--- config.mk ---
export PLATFORM = sky130hd
export DESIGN_NAME = lfsr_stream
export DESIGN_NICKNAME = d
export VERILOG_FILES = /design/src/rtl/lfsr_pkg.sv /design/src/rtl/lfsr_step.sv /design/src/rtl/lfsr_stream.sv
export SDC_FILE = /design/constraint.sdc
export NUM_CORES = 1
export LEC_CHECK = 0
export CAP_MARGIN = 20
export CORE_MARGIN = 4
export CORE_UTILIZATION = 43
export CTS_CLUSTER_DIAMETER = 60
export DETAILED_ROUTE_END_ITERATION = 8
export PLACE_DENSITY_LB_ADDON = 0.12
export SETUP_SLACK_MARGIN = 0.2
export SLEW_MARGIN = 20
export SYNTH_ARGS = -nofsm -noshare
export SYNTH_HDL_FRONTEND = slang
export SYNTH_SLANG_ARGS = --single-unit
--- constraint.sdc ---
create_clock -name clk -period 1.4 [get_ports clk]
set_input_delay 0.35 -clock clk [delete_from_list [all_inputs] [get_ports clk]]
set_output_delay 0.35 -clock clk [all_outputs]
set_load 0.03 [all_outputs]
--- src/rtl/lfsr_pkg.sv ---
// lfsr_pkg: shared FSM state and mode encodings for the LFSR stream generator
package lfsr_pkg;
  typedef enum logic [1:0] {IDLE, GEN, HOLD} state_t;
  localparam logic MODE_FIB = 1'b0;
  localparam logic MODE_GAL = 1'b1;
endpackage

--- src/rtl/lfsr_step.sv ---
// lfsr_step: one combinational Fibonacci/Galois LFSR step
//   i_q      current state          i_tap    feedback mask (bit 0 implicit)
//   i_mode   MODE_FIB / MODE_GAL    o_q_next state after one step
//   o_bit    generated bit (i_q[0])
module lfsr_step
  import lfsr_pkg::*;
#(
  parameter int NBITS = 16
) (
  input  logic [NBITS-1:0] i_q,
  input  logic [NBITS-1:0] i_tap,
  input  logic             i_mode,
  output logic [NBITS-1:0] o_q_next,
  output logic             o_bit
);
  logic             w_fb;
  logic [NBITS-1:0] w_fib;
  logic [NBITS-1:0] w_gal;
  // tap[0] is forced on so q[0] always enters the feedback
  assign w_fb     = ^((i_tap | NBITS'(1)) & i_q);
  assign w_fib    = {w_fb, i_q[NBITS-1:1]};
  assign w_gal    = {i_q[0], i_q[NBITS-1:1] ^ (i_tap[NBITS-1:1] & {(NBITS-1){i_q[0]}})};
  assign o_q_next = (i_mode == MODE_GAL) ? w_gal : w_fib;
  assign o_bit    = i_q[0];
endmodule

--- src/rtl/lfsr_stream.sv ---
// lfsr_stream: LFSR bit generator packing OUT_W-bit words onto a valid/ready stream
//   clk, rst (async, active-low)
//   en        run enable          load/seed  synchronous seed load
//   tap/mode  feedback mask and Fibonacci/Galois select
//   out_data/out_valid/out_ready  output word stream (LSB = first bit)
//   busy      FSM not idle        lockup     one-cycle all-zero recovery pulse
//   Define LFSR_STREAM_LOCKUP_EN to enable all-zero state recovery.
module lfsr_stream
  import lfsr_pkg::*;
#(
  parameter int              NBITS      = 16,
  parameter int              OUT_W      = 8,
  parameter logic [NBITS-1:0] RESET_SEED = 'h1
) (
  input  logic             clk,
  input  logic             rst,
  input  logic             en,
  input  logic             load,
  input  logic [NBITS-1:0] seed,
  input  logic [NBITS-1:0] tap,
  input  logic             mode,
  output logic [OUT_W-1:0] out_data,
  output logic             out_valid,
  input  logic             out_ready,
  output logic             busy,
  output logic             lockup
);
  localparam int CW = $clog2(OUT_W + 1);
`ifdef LFSR_STREAM_LOCKUP_EN
  localparam bit LOCKUP_EN = 1'b1;
`else
  localparam bit LOCKUP_EN = 1'b0;
`endif
  state_t           r_state, w_state;
  logic [NBITS-1:0] r_q, w_q, w_step_q;
  logic [CW-1:0]    r_cnt, w_cnt;
  logic [OUT_W-1:0] r_word, w_word;
  logic             r_valid, w_valid;
  logic             r_lockup, w_lockup;
  logic             w_bit;
  lfsr_step #(.NBITS(NBITS)) u_step (
    .i_q      (r_q),
    .i_tap    (tap),
    .i_mode   (mode),
    .o_q_next (w_step_q),
    .o_bit    (w_bit)
  );
  always_comb begin
    w_state  = r_state;
    w_q      = r_q;
    w_cnt    = r_cnt;
    w_word   = r_word;
    w_valid  = r_valid;
    w_lockup = 1'b0;
    if (load) begin
      w_state = IDLE;
      w_q     = seed;
      w_cnt   = '0;
      w_valid = 1'b0;
    end else begin
      case (r_state)
        IDLE: if (en) begin
          w_state = GEN;
          w_cnt   = '0;
        end
        GEN: if (en) begin
          if (LOCKUP_EN && r_q == '0) begin
            w_q      = RESET_SEED;
            w_lockup = 1'b1;
          end else begin
            // right-shifting in at the MSB leaves the first bit at the LSB once OUT_W bits are in
            w_q    = w_step_q;
            w_word = OUT_W'({w_bit, r_word} >> 1);
            w_cnt  = r_cnt + 1'b1;
            if (r_cnt == CW'(OUT_W - 1)) begin
              w_state = HOLD;
              w_valid = 1'b1;
            end
          end
        end
        HOLD: if (out_ready) begin
          w_valid = 1'b0;
          w_cnt   = '0;
          w_state = en ? GEN : IDLE;
        end
        default: w_state = IDLE;
      endcase
    end
  end
  always_ff @(posedge clk or negedge rst) begin
    if (!rst) begin
      r_state  <= IDLE;
      r_q      <= RESET_SEED;
      r_cnt    <= '0;
      r_word   <= '0;
      r_valid  <= 1'b0;
      r_lockup <= 1'b0;
    end else begin
      r_state  <= w_state;
      r_q      <= w_q;
      r_cnt    <= w_cnt;
      r_word   <= w_word;
      r_valid  <= w_valid;
      r_lockup <= w_lockup;
    end
  end
  assign out_data  = r_word;
  assign out_valid = r_valid;
  assign busy      = (r_state != IDLE);
  assign lockup    = r_lockup;
endmodule

# == After elaboration in Yosys (flattened, before gate mapping) ==
# Cells that the tools add are included.
# W data, S select, Z words.
# totals
word_cells,50
reg_bits,31
# op_classes
reduce_logical,12
add_sub_neg,1
mux,21
n_eq_ne,7
bitwise_logic,4
# op_table
operator,count
$mux W16,4
$and A16 B16 Y16,1
$mux W4,4
$reduce_xor A16 Y1,1
$and A15 B15 Y15,1
$xor A15 B15 Y15,1
$ne A3 B3 Y1 const B,4
$pmux W4 S3,1
$reduce_and A4 Y1,3
$mux W2,5
$pmux W2 S3,1
$reduce_bool A2 Y1,3
$mux W1,5
$add A4 B1 Y4 const B,1
$eq A4 B3 Y1 const B,1
$reduce_bool A4 Y1,1
$reduce_and A3 Y1,1
$reduce_bool A3 Y1,1
$eq A2 B1 Y1 const B,1
$eq A2 B2 Y1 const B,1
$logic_not A2 Y1,1
$pmux W1 S2,1
$reduce_and A2 Y1,1
$not A1 Y1,1

# == Longest topological paths before layout ==
# Gate-level depths: netlist of run 1.
# depth
ltp_word,6
mapped_depth,7
mapped_depth_nobuf,6

# == Modules after synthesis ==
# A second synthesis of run 1 with hierarchy kept.
# hier_totals
hier_cells,168
hier_area_um2,1974.4
# by_module_without_submodules
module,area_each_um2,instances,seq_area_each_um2,cells_each
lfsr_stream,1559.0,1,777.0,106
lfsr_step,415.4,1,0.0,62

# == Worst setup path before layout of run 1 ==
# No wires, ideal clock.
# synth_path
path_type,reg-to-reg
start,reg r_q[0]
end,reg r_q[0]
setup_slack_ps,31
n_path_buf,2
setup_ps,79
arrival_ps,1290
stages_incl_launch_ff,7
path_cell_list,dfstp_2 > and2_1 > buf_2 > buf_2 > nand2_1 > xor2_1 > o21ai_0
# synth_between
elab_chain_len,6
# synth_rtl
element,line,text
from (decl),lfsr_stream.sv:35,"logic [NBITS-1:0] r_q, w_q, w_step_q;"
from (signal assigned),lfsr_stream.sv:100,r_q <= w_q;
$and A15 B15 Y15,lfsr_step.sv:22,"assign w_gal = {i_q[0], i_q[NBITS-1:1] ^ (i_tap[NBITS-1:1] & {(NBITS-1){i_q[0]}})};"
$xor A15 B15 Y15,lfsr_step.sv:22,
$mux W16,lfsr_step.sv:23,assign o_q_next = (i_mode == MODE_GAL) ? w_gal : w_fib;
$mux W16,lfsr_stream.sv:66,GEN: if (en) begin
$mux W16,lfsr_stream.sv:61,case (r_state)
$mux W16,lfsr_stream.sv:55,if (load) begin
# No other way between the ends. The select of a mux whose other input is x is not followed.
# A chain may end at the register's enable or synchronous reset.

# == Worst setup path after layout of run 1 ==
# layout_path
start,reg r_q[0]
end,reg r_q[1]
# Same word-level chain as after synthesis.

==> out/metrics.csv, run 1 <==
metric,value,unit
Worst Setup End Kind,register,
Final TNS setup,-462.6,ps
CP max stage delay,560,ps
total congestion overflow,0,
"Seq/Total Area, Yosys",44.52,%
DRC,0,
Fin Clk Skew,9.425,ps
Crit Path Category,reg2reg,
Die Wd,71.71,µm
LEAKAGE,1.427,nW
Tmin final,1499,ps
root buffer cell,clkbuf_8,
initial antenna violation count,0,
"CTS clk-pin slew, worst paths",70,ps
critical-path maximum fanout,5,
buffers plus inverters on the worst setup path,1,
vias in the first global route,1770,
clock sinks,31,
worst skew pair latency,290,ps
die area,5142,µm²
initial DRC count,159,
Final Instance Count excl. Fillers,355,
worst-path cell chain,buf_6 -> and2_4 -> nand2_2 -> xor2_1 -> nor2_1 -> a21oi_1 -> o21ai_1,
Peak VDD IR,1125,µV
Worst EP arrival,1660,ps
# setup viols final,13,
vias per inst,5.079,
warnings from Yosys,0,
Post-synth EDFFs,0,
CTS Buf Count,5,
layout cell share with drive strength beyond 1,43.00,%
H-tree depth,2,
Critical Path RT,1560,ps
Finished Core Util,81.75,%
DR vias,1803,
Hold Crit Class,in2async,
Max Cap Viol,0,
ys flop type,dfrtp_1,
RSZ-0062 raised after global routing,true,
Yosys reg bits,31,
FMAX,0.6673,GHz
fill count,237,
Tot GR Track Use,20.98,%
slowest library cell on the worst path,dfstp_2,
mapped cell area,1745,µm²
die height,71.71,µm
Synth area leaders,"dfrtp_1 (43%), nand2_1 (14%), xor2_1 (10%)",
first-pass GRT wire length,8411,µm
CTS tree,built,
# diodes,0,
Startpoint Class,register,
largest net degree at the start of global routing,22,
Avg Synthesized Cell Area,8.514,µm²
total power,2.944,mW
"Area growth, synth to finish",77.92,%
"Slew Viols, Final",0,
top-level I/O count,49,
multi-input logic area,1175,µm²
Mapped Cells,205,
share of the clock period used by the worst path,107.0,%
DRT Wirelength,5713,µm
share of the synthesized area in the top cell type,43.01,%
row count,22,
DP Worst Slack,-473.8,ps
Wirelength per Cell,16.09,µm
cell area power density,948.1,nW/µm²
Async SR Flop Fraction,100.0,%
Placed Instances,324,
cell taking the most area after synthesis,dfrtp_1,
most numerous cell in the Yosys netlist,nand2_1,
status,"complete, but fails checks",
Seq. cell area,778.2,µm²
syn_nets,244,
Starting Density,45.95,%
# nets final,345,
Netlist cell types,31,
gpl congestion,0.8314,
input/output buffers,46,
Final HPWL DP,3350,µm
Final Hold Violating Endpoints,0,
Core Area,3799,µm²
failing checks,setup timing,
setup ws final,-98.52,ps
"antenna viol nets, final",0,
TritonRoute pass-1 iters,4,
most frequent cells after synthesis,"nand2_1 (63), dfrtp_1 (30), xor2_1 (20)",
Bufs on Longest Clock Path,2,
Crit path max-delay family,flip-flops,
==> cells by family (layout without fill, tap and decap cells) <==
logic type / count (synthesis) / in the layout / synth area share [%]
XOR/XNOR: 30 / 30 / 15.91
other: 1 / 1 / 0.2148
adder cells (fa/ha/maj): 1 / 1 / 0.7167
AND/OR/NAND/NOR: 84 / 85 / 19.50
AO/OA/AOI/OAI: 46 / 46 / 15.91
flip-flops: 31 / 31 / 44.52
buffers and inverters: 12 / 113 / 3.226
==> where the power goes <==
part | total, mW | switching (mW) | internal [mW]
logic | 1.14 | 0.548 | 0.589
registers | 1.10 | 0.0984 | 1.00
clock network | 0.706 | 0.358 | 0.347
total | 2.94 | 1.00 | 1.94
==> area by class of cell <==
| class | instances | area share [%] |
|---|---|---|
| Clock buffer | 6 | 2.337 |
| Clock inverter | 2 | 0.4029 |
| Inverter | 2 | 0.3223 |
| Multi-Input combinational cell | 163 | 37.83 |
| Sequential cell | 31 | 25.06 |
| Tap cell | 48 | 1.934 |
| Timing Repair Buffer | 103 | 32.11 |
==> state kept, by name (all words and copies together) (netlist names) <==
signal / cells
r_cnt: 4
out_valid: 1
out_data: 8
r_q: 16
r_state: 2
==> cell usage in the layout, fill, tap and decap left out, types with 5 or more instances in the layout <==
| master | synthesis | final |
|---|---|---|
| nand2_1 | 63 | 38 |
| clkdlybuf4s50_1 | 0 | 18 |
| nand2_2 | 2 | 22 |
| xnor2_1 | 8 | 7 |
| o21ai_1 | 13 | 18 |
| xor2_1 | 20 | 16 |
| dfrtp_1 | 30 | 29 |
| dlygate4sd2_1 | 0 | 18 |
| a21oi_1 | 9 | 7 |
| nor2_1 | 10 | 9 |
| a22oi_1 | 9 | 5 |
| buf_4 | 1 | 39 |
| buf_6 | 0 | 23 |
| clkbuf_8 | 0 | 5 |
==> layer usage <==
layer,wire (µm),global-route usage [%]
met1,2522,28.94
met2,2904,31.53
met3,227,6.592
met4,59,6.263
met5,0,0
==> through the flow <==
step           cell area (µm²)  hold slack, ps
2_1_floorplan             1774           54.41
3_3_place_gp              2505           455.1
3_5_place_dp              2505           457.5
4_1_cts                   2855           390.3
5_1_grt                   3105           401.7
6_report                  3105           384.1
==> worst register-to-register path, cell delays in order (launching register included) <==
cell     delay (ps)
dfstp_2         560
buf_6           100
and2_4          190
nand2_2          70
xor2_1          140
nor2_1           60
a21oi_1         160
o21ai_1         100
==> path summary, 6_finish.rpt <==
path | start | end | slack (ps) | cells after the start
hold / removal | rst | out_valid | 380 | 2
hold reg to reg | r_cnt[3] | r_cnt[3] | 460 | 1
setup / recovery | r_q[0] | r_q[1] | -100 | 7
max in group asynchronous | rst | r_q[9] | 740 | 2
min in group clk | r_cnt[3] | r_cnt[3] | 460 | 1
setup reg to reg | r_q[0] | r_q[1] | -100 | 7
==> what timing repair did <==
| action | 4_1_cts | 5_1_grt |
|---|---|---|
| buffers inserted | 14 | 7 |
| hold buffers | 0 | 0 |
| setup endpoints to repair | 40 | 40 |
| cloned | 2 | 0 |
| gates resized for setup | 74 | 51 |
| pin swaps | 15 | 24 |
(Power assumes the default switching activity.)
==> inputs of run 2 (changes only) <==
==> constraint.sdc (replaced) <==
create_clock -name clk -period 1.3 [get_ports clk]
set_input_delay 0.325 -clock clk [delete_from_list [all_inputs] [get_ports clk]]
set_output_delay 0.325 -clock clk [all_outputs]
set_load 0.03 [all_outputs]
==> run 2 against run 1 <==
Net effect: the run still ends with setup timing left; sequential share of layout area shrank 0.77 points; worst setup slack worse by 170 ps; non-clock buffer count rose by 12; die area did not move; sequential power increased by 6%; routed wire length grew 10%.
==> out/metrics.csv, run 2 (synthesized netlist as in run 1, its figures left out) <==
metric,value,unit
Tot GR Track Use,22.56,%
critical path startpoint,r_q[0],
H-tree depth,2,
FF-to-FF Start,r_q[0],
worst skew pair latency,290,ps
Max Cap Viol,0,
top-level I/O count,49,
CTS tree,built,
"antenna viol nets, final",0,
Peak VDD IR,1124,µV
DR vias,1909,
input/output buffers,46,
multi-input logic area,1137,µm²
clock share of power,25.3,%
Final TNS setup,-2016,ps
vias per inst,5.216,
Bufs on Longest Clock Path,2,
row count,22,
die height,71.71,µm
Crit Path Category,reg2reg,
Worst EP arrival,1760,ps
most flop-heavy register,r_q,
gpl congestion,0.7922,
DRC,0,
largest net degree at the start of global routing,32,
share of the clock period used by the worst path,120.4,%
Die Wd,71.71,µm
# nets final,356,
Psw,1.111,mW
Largest register FFs,16,
buffers plus inverters on the worst setup path,1,
sw frac,32.87,%
CP max stage delay,550,ps
Worst Setup End Kind,register,
Flop pwr share,34.7,%
R2R Setup Slk,-260,ps
CP most frequent cell,xnor2_1,
status,"complete, but fails checks",
Final HPWL DP,3545,µm
Critical Path RT,1490,ps
worst-path cell chain,buf_6 -> xor2_2 -> xnor2_1 -> xnor2_1 -> xnor2_1 -> o31ai_2,
vias in the first global route,1896,
fill count,240,
critical-path maximum fanout,2,
setup ws final,-264.7,ps
Fin Clk Skew,8.540,ps
root buffer cell,clkbuf_8,
Starting Density,45.95,%
Final Instance Count excl. Fillers,366,
number of cells on the critical path,6,
initial antenna violation count,0,
failing checks,setup timing,
Core Area,3799,µm²
cts hold-fix bufs,0,
total congestion overflow,0,
clock sinks,31,
Startpoint Class,register,
Wirelength per Cell,17.19,µm
TritonRoute pass-1 iters,4,
Crit path max-delay family,XOR/XNOR gates,
Reg2Reg Depth,6,
Hold Crit Class,in2async,
die area,5142,µm²
layout cell share with drive strength beyond 1,44.34,%
DRT Wirelength,6292,µm
Placed Instances,325,
initial DRC count,109,
# setup viols final,19,
first-pass GRT wire length,8901,µm
slowest library cell on the worst path,dfstp_2,
Seq. cell area,778.2,µm²
RSZ-0062 raised after global routing,true,
FMAX,0.6391,GHz
LEAKAGE,1.546,nW
"commonest non-fill, non-tap cell in the layout",buf_4,
DP Worst Slack,-560.7,ps
Final Hold Violating Endpoints,0,
critical register-to-register path endpoint,r_q[15],
cell area power density,1055,nW/µm²
Comb power frac,39.9,%
P_int,2.269,mW
Finished Core Util,84.35,%
CTS Buf Count,5,
"CTS clk-pin slew, worst paths",70,ps
Tmin final,1565,ps
"commonest non-fill, non-tap cells in the layout","buf_4 (48), nand2_1 (37), dfrtp_1 (29)",
# diodes,0,
"Area growth, synth to finish",83.58,%
Critical Path Sink,r_q[15],
"Slew Viols, Final",0,
[run 2: changes by cell type in the layout (fill, tap and decap cells not counted), sizes merged, moves of 2 or more]
cell          before  now
buf               66   78
clkbuf             6    8
dlygate4sd2       18   14
dlymetal6s2s       0    3
[run 2: final cells by class]
type / count / share of cell area (%)
tap: 48 / 1.874
timing repair buffer: 115 / 34.99
inverter: 2 / 0.2343
clock buffer: 8 / 3.124
multi-input combinational: 162 / 35.49
sequential: 31 / 24.29
[run 2: power groups by stage]
stage | sequential (mW) | combinational, mW | clock, mW
after floorplan | 1.28 | 0.447 | 0
after global placement | 1.18 | 0.972 | 0
after detailed placement | 1.18 | 0.997 | 0
after CTS | 1.17 | 1.19 | 0.860
after global routing | 1.18 | 1.44 | 0.910
final | 1.17 | 1.35 | 0.856
[run 2: how the worst min path moves through the flow]
stage | depth (start not counted) | start | slack, ps | end
floorplan | 0 | rst | 30 | out_data[0]
global placement | 1 | r_cnt[3] | 460 | r_cnt[3]
detailed placement | 1 | r_cnt[3] | 460 | r_cnt[3]
CTS | 2 | rst | 400 | out_valid
global route | 2 | rst | 430 | r_state[1]
finish | 2 | rst | 390 | r_q[2]
[run 2: repair_timing]
item | 4_1_cts | 5_1_grt
endpoints found under the hold margin | 0 | 0
buffers inserted | 21 | 10
pin swaps | 47 | 28
endpoints found under the setup margin | 41 | 41
gates cloned | 2 | 0
resized for setup | 80 | 28
[run 2: stage by stage]
step | hold slack, ps | power, mW | cell area [µm²]
6_report | 390.2 | 3.380 | 3204
5_1_grt | 429.4 | 3.531 | 3204
4_1_cts | 400.6 | 3.219 | 3020
3_5_place_dp | 463.9 | 2.177 | 2522
3_3_place_gp | 458.2 | 2.152 | 2522
2_1_floorplan | 29.41 | 1.723 | 1787
[run 2: routing by layer]
layer | share of wire, % | vias to the layer above | track usage (%)
li1 | - | 906 | -
met1 | 42 | 923 | 29.61
met2 | 50 | 69 | 36.12
met3 | 5.7 | 11 | 5.610
met4 | 1.7 | 0 | 7.933
met5 | 0 | - | 0
==> patch, RTL diff (settings of run 1) <==
`NBITS` is set to 16 in 2 places; all go to 32.
--- a/src/rtl/lfsr_step.sv
+++ b/src/rtl/lfsr_step.sv
@@ -7,3 +7,3 @@
 #(
-  parameter int NBITS = 16
+  parameter int NBITS = 32
 ) (
--- a/src/rtl/lfsr_stream.sv
+++ b/src/rtl/lfsr_stream.sv
@@ -10,3 +10,3 @@
 #(
-  parameter int              NBITS      = 16,
+  parameter int              NBITS      = 32,
   parameter int              OUT_W      = 8,
Interface: changed (resized seed and tap); port bits go from 49 to 81. The function was not compared with the original's and may differ.
==> patch against run 1 <==
Combinational power increased by 68%; worst setup slack got worse by 0.087 ns; area after synthesis increased by 56%; wire length increased by 61%; final area increased by 57%; the run still ends with setup timing left; sequential cell count increased by 16; sequential power increased by 48%; power increased by 51%; count of clock-buffer cells in the layout decreased by 1; critical path depth decreased by 1; final cell count increased by 60%.
==> patch: results (changes against run 1) <==
Clock network:
- The clock slew at the register clock pins of the worst setup and hold paths is 0.11 ns (+0.04 ns).
- The clock latency on the worst-skew pair came to 0.32 ns (+0.03 ns).

Place:
- The setup slack after placement is -0.642 ns (-0.168 ns).
- The number of input and output port buffers inserted is 78 (+70%).

Synth:
- The multiplexer share of the synthesized area came to 0.00733 (+0.00733).
- In the post-synthesis netlist, the biggest area contributors are dfrtp_1 (42%), nand2_1 (13%), xor2_1 (13%).
- The main combinational cell family by area after synthesis is XOR/XNOR gates.
- The share of synthesized area occupied by flip-flops and latches is 0.431 (-0.0139).
- The net count after synthesis is 384 (+57%).
- The post-synthesis adder-cell area fraction is 0.00458 (-0.00259).

STA:
- The final-report setup violation count was 33 (+20).
- The clock skew is 0.0189 ns (+0.00943 ns).
- The final worst-path setup slack came to -0.186 ns (-0.0872 ns).

GRT:
- The pin count of the biggest net entering global routing was 28 (+27%).
- The via count of the first global-routing pass is 2996 (+69%).
- The global-route wire length before repair was 13.8 mm (+65%).
- The global routing usage summed across all routing layers is 0.230 (+0.0206).

Outcome:
- The final reports fail on setup timing.
- The run finished, with violations left.

Routing:
- The detailed-routing iteration count for the pre-antenna-repair pass is 5 (+1).
- The count of routing violations after the opening detailed-route iteration is 150 (-5.7%).

Layout:
- The flip-flop count of the largest register after layout came to 32 (+16).
- The fraction of layout cells with a size suffix above 1 is 0.441 (+0.0111).
- The net count reported at finish is 562 (+63%).

Setup path:
- In this design, the largest share of critical-path delay is due to XOR/XNOR gates.

Power and ir drop:
- The internal power of the cells is 2.92 mW (+51%).
==> patch: final cells by class <==
| type | instances | area, um2 |
|---|---|---|
| tap | 75 | 93.8 |
| clock inverter | 3 | 23.8 |
| sequential | 47 | 1180 |
| multi-input combinational | 248 | 1830 |
| fill | 411 | 1140 |
| timing repair buffer | 188 | 1690 |
| inverter | 1 | 8.76 |
| clock buffer | 5 | 68.8 |
==> patch: per-layer routing <==
| metal | routed length, um | part of all wire | GRT usage |
|---|---|---|---|
| met4 | 185 | 0.020 | 0.0739 |
| met1 | 3880 | 0.42 | 0.294 |
| met3 | 412 | 0.045 | 0.0357 |
| met2 | 4710 | 0.51 | 0.399 |
| met5 | 0 | 0 | 0 |
==> patch: path summary, 6_finish.rpt <==
path / from / end / slack, ns / cells after the start
min reg2reg: out_valid / out_valid / 0.53 / 1
max in group asynchronous: rst / r_q[14] / 0.60 / 3
min in group clk: out_valid / out_valid / 0.53 / 1
max: r_q[0] / r_q[31] / -0.19 / 6
min: rst / out_data[3] / 0.50 / 3
max reg2reg: r_q[0] / r_q[31] / -0.19 / 6
==> patch: what timing repair did <==
| item | 4_1_cts | 5_1_grt |
|---|---|---|
| setup endpoints to repair | 57 | 56 |
| buffers inserted | 8 | 12 |
| hold buffers | 1 | 0 |
| resized for setup | 164 | 17 |
| cloned | 3 | 0 |
| endpoints found under the hold margin | 26 | 0 |
| pin swaps | 59 | 12 |
==> patch: stage by stage <==
step	instances	utilization	total power, mW	setup TNS (ns)
6_report	567	0.811	4.43	-2.73
4_1_cts	555	0.783	4.33	-2.22
2_1_floorplan	313	-	2.51	-0.0752
3_5_place_dp	535	0.714	3.30	-14.78
5_1_grt	567	0.811	4.65	-4.96
3_3_place_gp	535	0.714	3.27	-14.06
==> patch: power groups by stage <==
stage,Combinational (mW),Clock (mW),Sequential (mW)
final,1.92,0.888,1.63
after global routing,2.05,0.953,1.64
after CTS,1.81,0.894,1.62
after detailed placement,1.68,0,1.63
after global placement,1.65,0,1.62
after floorplan,0.767,0,1.75
==> patch: worst min-delay path: stages <==
cell	delay [ns]
dlygate4sd3_1	0.52
buf_2	0.13
buf_12	0.19
==> patch: logic make-up after synthesis <==
group,count (synthesis)
multiplexers,2
buffers and inverters,19
XOR/XNOR,63
AND/OR/NAND/NOR,108
AO/OA/AOI/OAI,72
adder cells (fa/ha/maj),1
other,1
flip-flops,47
